`src/rtl/serial_add_pkg.sv`:
```
// rtl/serial_add_pkg.sv - shared types, default width and counter sizing for the serial adder
package serial_add_pkg;

   localparam int DEFAULT_WIDTH = 8;

   typedef enum logic [1:0] {
      IDLE  = 2'd0,
      SHIFT = 2'd1,
      DONE  = 2'd2
   } state_t;

   // Bit counter only has to reach WIDTH-1, so $clog2(WIDTH) bits suffice
   function automatic int cnt_width(input int width);
      return $clog2(width);
   endfunction

endpackage

```
`src/rtl/serial_add_if.sv`:
```
// rtl/serial_add_if.sv - operand/result handshake bundle (carry_in present when SERIAL_ADD_CIN_EN is defined)
interface serial_add_if
   import serial_add_pkg::*;
   #(parameter int WIDTH = DEFAULT_WIDTH);

   logic             in_valid;
   logic             in_ready;
   logic [WIDTH-1:0] op_a;
   logic [WIDTH-1:0] op_b;
`ifdef SERIAL_ADD_CIN_EN
   logic             carry_in;
`endif
   logic             out_valid;
   logic             out_ready;
   logic [WIDTH-1:0] result;
   logic             carry_out;

   // Requester side: supplies operands, takes results
   modport master (
      output in_valid, op_a, op_b, out_ready,
`ifdef SERIAL_ADD_CIN_EN
      output carry_in,
`endif
      input  in_ready, out_valid, result, carry_out
   );

   // Adder side
   modport slave (
      input  in_valid, op_a, op_b, out_ready,
`ifdef SERIAL_ADD_CIN_EN
      input  carry_in,
`endif
      output in_ready, out_valid, result, carry_out
   );

endinterface

```
`src/rtl/serial_fa_cell.sv`:
```
// rtl/serial_fa_cell.sv - combinational one-bit full adder cell
module serial_fa_cell (
   input  logic a,
   input  logic b,
   input  logic cin,
   output logic sum,
   output logic cout
);

   // Plain majority/parity full adder
   always_comb begin
      sum  = a ^ b ^ cin;
      cout = (a & b) | (a & cin) | (b & cin);
   end

endmodule

```
`src/rtl/serial_add_ctrl.sv`:
```
// rtl/serial_add_ctrl.sv - bit-serial adder controller, LSB first; SERIAL_ADD_CIN_EN adds a carry_in input
module serial_add_ctrl
   import serial_add_pkg::*;
   #(parameter int WIDTH = DEFAULT_WIDTH)
(
   input  logic        clk,
   input  logic        rst,
   serial_add_if.slave bus
);

   localparam int CW = cnt_width(WIDTH);

   state_t           state;
   logic [WIDTH-1:0] a_sr;
   logic [WIDTH-1:0] b_sr;
   logic [WIDTH-1:0] res_q;
   logic [CW-1:0]    cnt;
   logic             carry_q;
   logic             cout_q;
   logic             in_ready_q;
   logic             out_valid_q;
   logic             sum;
   logic             carry_n;
   logic             cin_load;

   // Single cell, time-multiplexed over all bit positions
   serial_fa_cell u_cell (
      .a    (a_sr[0]),
      .b    (b_sr[0]),
      .cin  (carry_q),
      .sum  (sum),
      .cout (carry_n)
   );

`ifdef SERIAL_ADD_CIN_EN
   assign cin_load = bus.carry_in;
`else
   assign cin_load = 1'b0;
`endif

   // Control FSM with registered handshake outputs; result shifts in from the MSB side
   always_ff @(posedge clk or posedge rst) begin
      if (rst) begin
         state       <= IDLE;
         a_sr        <= '0;
         b_sr        <= '0;
         res_q       <= '0;
         cnt         <= '0;
         carry_q     <= 1'b0;
         cout_q      <= 1'b0;
         in_ready_q  <= 1'b1;
         out_valid_q <= 1'b0;
      end else begin
         case (state)
            IDLE: begin
               if (bus.in_valid) begin
                  a_sr       <= bus.op_a;
                  b_sr       <= bus.op_b;
                  cnt        <= '0;
                  carry_q    <= cin_load;
                  in_ready_q <= 1'b0;
                  state      <= SHIFT;
               end
            end
            SHIFT: begin
               res_q   <= {sum, res_q[WIDTH-1:1]};
               a_sr    <= a_sr >> 1;
               b_sr    <= b_sr >> 1;
               carry_q <= carry_n;
               cnt     <= cnt + 1'b1;
               if (cnt == CW'(WIDTH - 1)) begin
                  cout_q      <= carry_n;
                  out_valid_q <= 1'b1;
                  state       <= DONE;
               end
            end
            DONE: begin
               if (bus.out_ready) begin
                  out_valid_q <= 1'b0;
                  in_ready_q  <= 1'b1;
                  state       <= IDLE;
               end
            end
            default: begin
               out_valid_q <= 1'b0;
               in_ready_q  <= 1'b1;
               state       <= IDLE;
            end
         endcase
      end
   end

   assign bus.in_ready  = in_ready_q;
   assign bus.out_valid = out_valid_q;
   assign bus.result    = res_q;
   assign bus.carry_out = cout_q;

endmodule

```
`src/flat_wrapper.sv`:
```
// flat-port wrapper written by rule: the top's interface ports become plain ports
module serial_add_ctrl_flat import serial_add_pkg::*;
#(parameter int WIDTH = DEFAULT_WIDTH)
  (clk, rst, bus_in_valid, bus_op_a, bus_op_b, bus_out_ready, bus_in_ready, bus_out_valid, bus_result, bus_carry_out);
  serial_add_if #(.WIDTH(WIDTH)) bus_i ();
  input  logic clk;
  input  logic rst;
  input wire logic [$bits(bus_i.in_valid)-1:0] bus_in_valid;
  input wire logic [$bits(bus_i.op_a)-1:0] bus_op_a;
  input wire logic [$bits(bus_i.op_b)-1:0] bus_op_b;
  input wire logic [$bits(bus_i.out_ready)-1:0] bus_out_ready;
  output wire logic [$bits(bus_i.in_ready)-1:0] bus_in_ready;
  output wire logic [$bits(bus_i.out_valid)-1:0] bus_out_valid;
  output wire logic [$bits(bus_i.result)-1:0] bus_result;
  output wire logic [$bits(bus_i.carry_out)-1:0] bus_carry_out;
  assign bus_i.in_valid = bus_in_valid;
  assign bus_i.op_a = bus_op_a;
  assign bus_i.op_b = bus_op_b;
  assign bus_i.out_ready = bus_out_ready;
  assign bus_in_ready = bus_i.in_ready;
  assign bus_out_valid = bus_i.out_valid;
  assign bus_result = bus_i.result;
  assign bus_carry_out = bus_i.carry_out;
  serial_add_ctrl #(.WIDTH(WIDTH)) u_core (.clk(clk), .rst(rst), .bus(bus_i));
endmodule
```
`config.mk`:
```
export PLATFORM = sky130hd
export DESIGN_NAME = serial_add_ctrl_flat
export DESIGN_NICKNAME = d
export VERILOG_FILES = /design/src/rtl/serial_add_pkg.sv /design/src/rtl/serial_add_if.sv /design/src/rtl/serial_fa_cell.sv /design/src/rtl/serial_add_ctrl.sv /design/src/flat_wrapper.sv
export SDC_FILE = /design/constraint.sdc
export NUM_CORES = 1
export LEC_CHECK = 0
export BUFFER_PORTS_ARGS = -buffer_cell sky130_fd_sc_hd__buf_2
export CAP_MARGIN = 20
export CORE_MARGIN = 2
export CORE_UTILIZATION = 57
export CTS_BUF_LIST = sky130_fd_sc_hd__clkbuf_16
export DETAILED_ROUTE_END_ITERATION = 10
export PLACE_DENSITY_LB_ADDON = 0.25
export SLEW_MARGIN = 5
export SYNTH_ARGS = -nofsm -noshare
export SYNTH_HDL_FRONTEND = slang
export SYNTH_SLANG_ARGS = --single-unit
```
`constraint.sdc`:
```
create_clock -name clk -period 2.38 [get_ports clk]
set_input_delay 0.119 -clock clk [delete_from_list [all_inputs] [get_ports clk]]
set_output_delay 0.119 -clock clk [all_outputs]
set_load 0.05 [all_outputs]
```
== Word level (Yosys, flattened, before mapping) ==
Cells that the tools add are included.

* Word-level logic and storage cells: 49
* Register bits after elaboration: 33
* Output and inout port bits: 11
* Input port bits: 20

* Eq/ne operators: 6
* Bitwise operators: 9
* Mux-type cells: 17
* Reduce and logical (&&, ||, !) cells: 7
* Add/subtract/negate cells: 1

{| class="wikitable"
|+ Operators by type and width
! kind !! number
|-
| 8-bit one-hot mux with 2 select lines || 2
|-
| 8-bit 2-to-1 mux || 2
|-
| 3-bit AND reduction || 3
|-
| 2-bit 2-to-1 mux || 3
|-
| 1-bit one-hot mux with 3 select lines || 2
|-
| 2-bit one-hot mux with 3 select lines || 1
|-
| 3-bit one-hot mux with 2 select lines || 1
|-
| 1-bit 2-to-1 mux || 4
|-
| 2-bit inequality test, second input constant || 2
|-
| 2-bit AND reduction || 2
|-
| 3-bit by 1-bit adder with 3-bit output, second input constant || 1
|-
| 1-bit AND || 3
|-
| 3-bit equality test, second input constant || 1
|-
| 3-bit 2-to-1 mux || 1
|-
| 2-bit by 1-bit equality test with 1-bit output, second input constant || 1
|-
| 2-bit equality test, second input constant || 1
|-
| 2-bit zero test || 1
|-
| 2-bit by 1-bit inequality test with 1-bit output, second input constant || 1
|-
| 1-bit NOT || 2
|-
| 1-bit OR || 2
|-
| 1-bit one-hot mux with 2 select lines || 1
|-
| 2-bit nonzero test || 1
|-
| 1-bit bitwise XOR || 2
|}

== Depth between registers and ports, before layout ==
* Depth in word-level cells: 4
* Gate-level depth with buffers: 5

== Modules after synthesis ==
Synthesis repeated with hierarchy kept, for this count alone.

* Cell total of the unflattened synthesis: 153
* Area total of the unflattened synthesis: 1566.5 sq um

{| class="wikitable"
|+ Modules (own cells, without submodules)
! module !! cells each !! area each (sq um) !! times used
|-
| serial_add_ctrl || 152 || 1546.5 || 1
|-
| serial_fa_cell || 1 || 20.0 || 1
|}

== Worst setup path before layout ==
No wires, ideal clock.

* Path type: register to register
* From: register u_core.cnt[0]
* To: register u_core.cout_q, in the netlist u_core.bus.carry_out
* Period minus slack after synthesis: 1.264 ns
* Library setup time: 0.128 ns
* Cell stages (with the launch flop): 5
* Buffers on the path: 0
* Path slack: 1.116 ns
* Data arrival time: 1.136 ns
* Cells stage by stage: dfrtp_1 > ha_1 > ha_1 > nand2_1 > mux2_1

* Longest elaborated chain between the ends: 2

{| class="wikitable"
|+ RTL lines
! item !! RTL line !! source
|-
| start, declared || serial_add_ctrl.sv:17 || <nowiki>logic [CW-1:0] cnt;</nowiki>
|-
| start signal, assigned || serial_add_ctrl.sv:70 || <nowiki>cnt <= cnt + 1'b1;</nowiki>
|-
| 3-bit equality test || serial_add_ctrl.sv:71 || <nowiki>if (cnt == CW'(WIDTH - 1)) begin</nowiki>
|-
| 2-bit AND reduction (no source line) || - ||
|-
| end signal, assigned || serial_add_ctrl.sv:72 || <nowiki>cout_q <= carry_n;</nowiki>
|-
| end, declared || serial_add_ctrl.sv:19 || <nowiki>logic cout_q;</nowiki>
|}

No other way between the ends.
A chain may end at the register's enable or synchronous reset.

== Worst setup path after layout ==
* From: register u_core.state[1]
* To: register u_core.cout_q, in the netlist u_core.bus.carry_out

* Longest elaborated chain between the ends: 2

{| class="wikitable"
|+ RTL lines
! item !! RTL line !! source
|-
| start, declared || serial_add_ctrl.sv:13 || <nowiki>state_t state;</nowiki>
|-
| start signal, assigned || serial_add_ctrl.sv:44 || <nowiki>state <= IDLE;</nowiki>
|-
| start signal, assigned || serial_add_ctrl.sv:62 || <nowiki>state <= SHIFT;</nowiki>
|-
| start signal, assigned || serial_add_ctrl.sv:74 || <nowiki>state <= DONE;</nowiki>
|-
| 2-bit by 1-bit equality test with 1-bit output || serial_add_ctrl.sv:54 || <nowiki>case (state)</nowiki>
|-
| 2-bit AND reduction (no source line) || - ||
|}

No other way between the ends.

==> impl_metrics.env <==
export IMPL_antenna_found_initial=0
export IMPL_wl_met3_um=163
export IMPL_place_congestion=0.7365
export IMPL_fin_setup_tns_ps=0
export IMPL_final_area_um2=1824
export IMPL_drv_cap=0
export IMPL_fmax_mhz=559.2
export IMPL_ant_nets=0
export IMPL_io_buffers=30
export IMPL_hpwl_um=1996
export IMPL_cp_end_kind="register"
export IMPL_cts_buffer_depth=2
export IMPL_nFillCells=182
export IMPL_grt_remaining_overflow=0
export IMPL_seqPwrFrac_pct=36.0
export IMPL_synth_cell_type_count=26
export IMPL_pin_count=31
export IMPL_rows=18
export IMPL_die_x_um=55.41
export IMPL_vdd_drop_max_mv=1.300
export IMPL_worstPathRequired_ps=2530
export IMPL_period_share_pct=75.14
export IMPL_hold_start="bus_op_a[7]"
export IMPL_synth_area_top_cells="dfrtp_1 53%, nand2_1 7.2%, nor2_1 4.2%"
export IMPL_avgSynthCellArea_um2=10.68
export IMPL_dieArea_um2=3070
export IMPL_grt_pass1_vias=1147
export IMPL_relSlewSlack_pct=53.86
export IMPL_ff2ff_path_depth=3
export IMPL_mostFrequentLayoutCells="32 x dfrtp_1, 30 x buf_2, 29 x nand2_1"
export IMPL_gr_usage_all_layers_pct=20.95
export IMPL_cts_buffers=5
export IMPL_clockPowerShare_pct=24.4
export IMPL_r2r_end="u_core.bus.carry_out"
export IMPL_hold_ws_ps=64.94
export IMPL_h_tree_depth=2
export IMPL_top_layer_used="met4"
export IMPL_synth_seq_cells=33
export IMPL_area_growth_pct=21.10
export IMPL_cp_start_kind="register"
export IMPL_min_path_type="in2reg"
export IMPL_rrSetupSlack_ps=590
export IMPL_synth_edf_count=0
export IMPL_finalPower_mw=2.873
export IMPL_yosysTopAreaCellShare_pct=53.16
export IMPL_fin_crit_ps=1788
export IMPL_powerDensity_nw_per_um2=1575
export IMPL_m1WireLength_um=1313
export IMPL_final_common_cell="dfrtp_1"
export IMPL_drtPass1Iterations=4
export IMPL_core_area_um2=2500
export IMPL_r2r_start="u_core.state[1]"
export IMPL_final_cells=204
export IMPL_path_clk_slew_ps=50
export IMPL_diodes=0
export IMPL_drc=0
export IMPL_syn_instance_count=141
export IMPL_p_leak_nw=0.8901
export IMPL_placed_cell_area_um2=1652
export IMPL_syn_num_nets=164
export IMPL_status="complete, no violations"
export IMPL_whs_path_depth=2
export IMPL_synthArstFlopShare_pct=100.0
export IMPL_switching_share_pct=39.37
export IMPL_fin_skew_ps=4.910
export IMPL_netlist_area_um2=1506
export IMPL_placedCellCount=195
export IMPL_cts_sinks=33
export IMPL_grt_max_degree=24
export IMPL_drive_above_1_share_pct=29.31
export IMPL_post_route_util_pct=72.97
export IMPL_hold_end="u_core.a_sr[7]"
export IMPL_die_h_um=55.41
export IMPL_grt_first_pass_wirelength_um=5071
export IMPL_pre_cts_ws_ps=621.4
export IMPL_finalNetCount=196
export IMPL_worst_pin_slew_ps=692.1
export IMPL_vias=1132
export IMPL_start_util_pct=60.26
export IMPL_post_cts_resized=0
export IMPL_crit_fanout=23
export IMPL_yosysTopAreaCell="dfrtp_1"
export IMPL_clk_latency_ps=270
export IMPL_ys_seq_area_share_pct=54.90
export IMPL_setup_viol=0
export IMPL_synth_main_ff_cell="dfrtp_1"
export IMPL_intPower_mw=1.742
export IMPL_switchingPower_mw=1.131
export IMPL_final_hold_viol_count=0
export IMPL_slew_violations=0
export IMPL_yosysWarnings=0
export IMPL_cts_root_buffer="clkbuf_16"
export IMPL_cts_tree="yes"
export IMPL_critical_path_class="reg2reg"
export IMPL_pwr_share_comb_pct=39.6
export IMPL_fin_ws_ps=591.7
export IMPL_met2_wirelength_um=1428
export IMPL_avgViaCountPerCell=5.549
export IMPL_routed_wl_um=2922
export IMPL_detail_route_wl_per_cell_um=14.32
export IMPL_crit_arrival_ps=1940
export IMPL_drt_iter0_markers=40
export IMPL_rsz0062_at_grt="false"
export IMPL_cts_setup_buffers=0
==> how the worst max path moves through the flow <==
stage,from,endpoint,slack [ps],cells after the start
2_1_floorplan,u_core.cnt[0],u_core.bus.carry_out,1120,4
5_1_grt,u_core.state[1],u_core.bus.carry_out,530,3
3_3_place_gp,u_core.state[1],u_core.bus.carry_out,670,3
6_report,u_core.state[1],u_core.bus.carry_out,590,3
4_1_cts,u_core.state[1],u_core.bus.carry_out,630,3
3_5_place_dp,u_core.state[1],u_core.bus.carry_out,620,3
==> routing by layer <==
| layer | track usage, % | vias up |
|---|---|---|
| met5 | 0 | - |
| met4 | 6.272 | 0 |
| met3 | 8.431 | 2 |
| met2 | 34.01 | 25 |
| met1 | 25.70 | 551 |
| li1 | - | 554 |
==> power groups by stage <==
| stage | logic [mW] | clock network (mW) | registers (mW) |
|---|---|---|---|
| after floorplan | 0.689 | 0 | 1.27 |
| after global placement | 1.11 | 0 | 1.03 |
| after detailed placement | 1.14 | 0 | 1.04 |
| after CTS | 1.15 | 0.707 | 1.03 |
| after global routing | 1.26 | 0.741 | 1.06 |
| final | 1.14 | 0.701 | 1.03 |
==> cell families (layout without fill, tap and decap cells) <==
kind of cell | count (synthesis) | after routing | synth area share [%]
and+or+nand+nor | 61 | 61 | 17.69
AOI/OAI and AO/OA | 30 | 30 | 18.60
adders and majority gates | 3 | 3 | 2.990
buffers and inverters | 13 | 46 | 5.066
DFF | 33 | 33 | 54.90
muxes | 1 | 1 | 0.7475
==> Yosys cell counts (2+ instances only) <==
| master | number |
|---|---|
| dfrtp_1 | 32 |
| nor3_1 | 6 |
| o221a_2 | 4 |
| buf_6 | 2 |
| nand2_1 | 29 |
| a21oi_1 | 3 |
| a211oi_2 | 5 |
| a32oi_1 | 4 |
| o21ai_0 | 2 |
| nand3b_1 | 5 |
| inv_1 | 5 |
| nand2b_1 | 2 |
| buf_4 | 2 |
| buf_2 | 4 |
| o21a_1 | 4 |
| ha_1 | 2 |
| a22o_1 | 5 |
| nor2_1 | 17 |
==> registers in the layout, indices dropped and copies added (netlist names) <==
signal / cells
u_core.a_sr: 8
u_core.b_sr: 8
u_core.bus.result: 8
u_core.cnt: 3
u_core.state: 2
u_core.bus.carry_out: 1
u_core.bus.in_ready: 1
u_core.bus.out_valid: 1
u_core.carry_q: 1
==> worst max-delay path, cell delays in order (launching register included) <==
cell,delay (ps)
dfrtp_1,780
and2b_1,400
nand2_1,160
mux2_1,330
==> cell type report <==
class / instances / area, um2 / share of cell area, %
Sequential cell: 33 / 827.0 / 45.34
Inverter: 5 / 18.77 / 1.029
Tap cell: 30 / 37.54 / 2.058
Clock inverter: 3 / 37.54 / 2.058
Multi-Input combinational cell: 95 / 603.1 / 33.06
Timing Repair Buffer: 33 / 175.2 / 9.602
Clock buffer: 5 / 125.1 / 6.859
==> timing repair <==
action | 4_1_cts | 5_1_grt
hold buffers | 1 | 0
setup endpoints to repair | 0 | 0
hold endpoints to repair | 17 | 0
No activity file was read; power rests on OpenSTA's default activity.
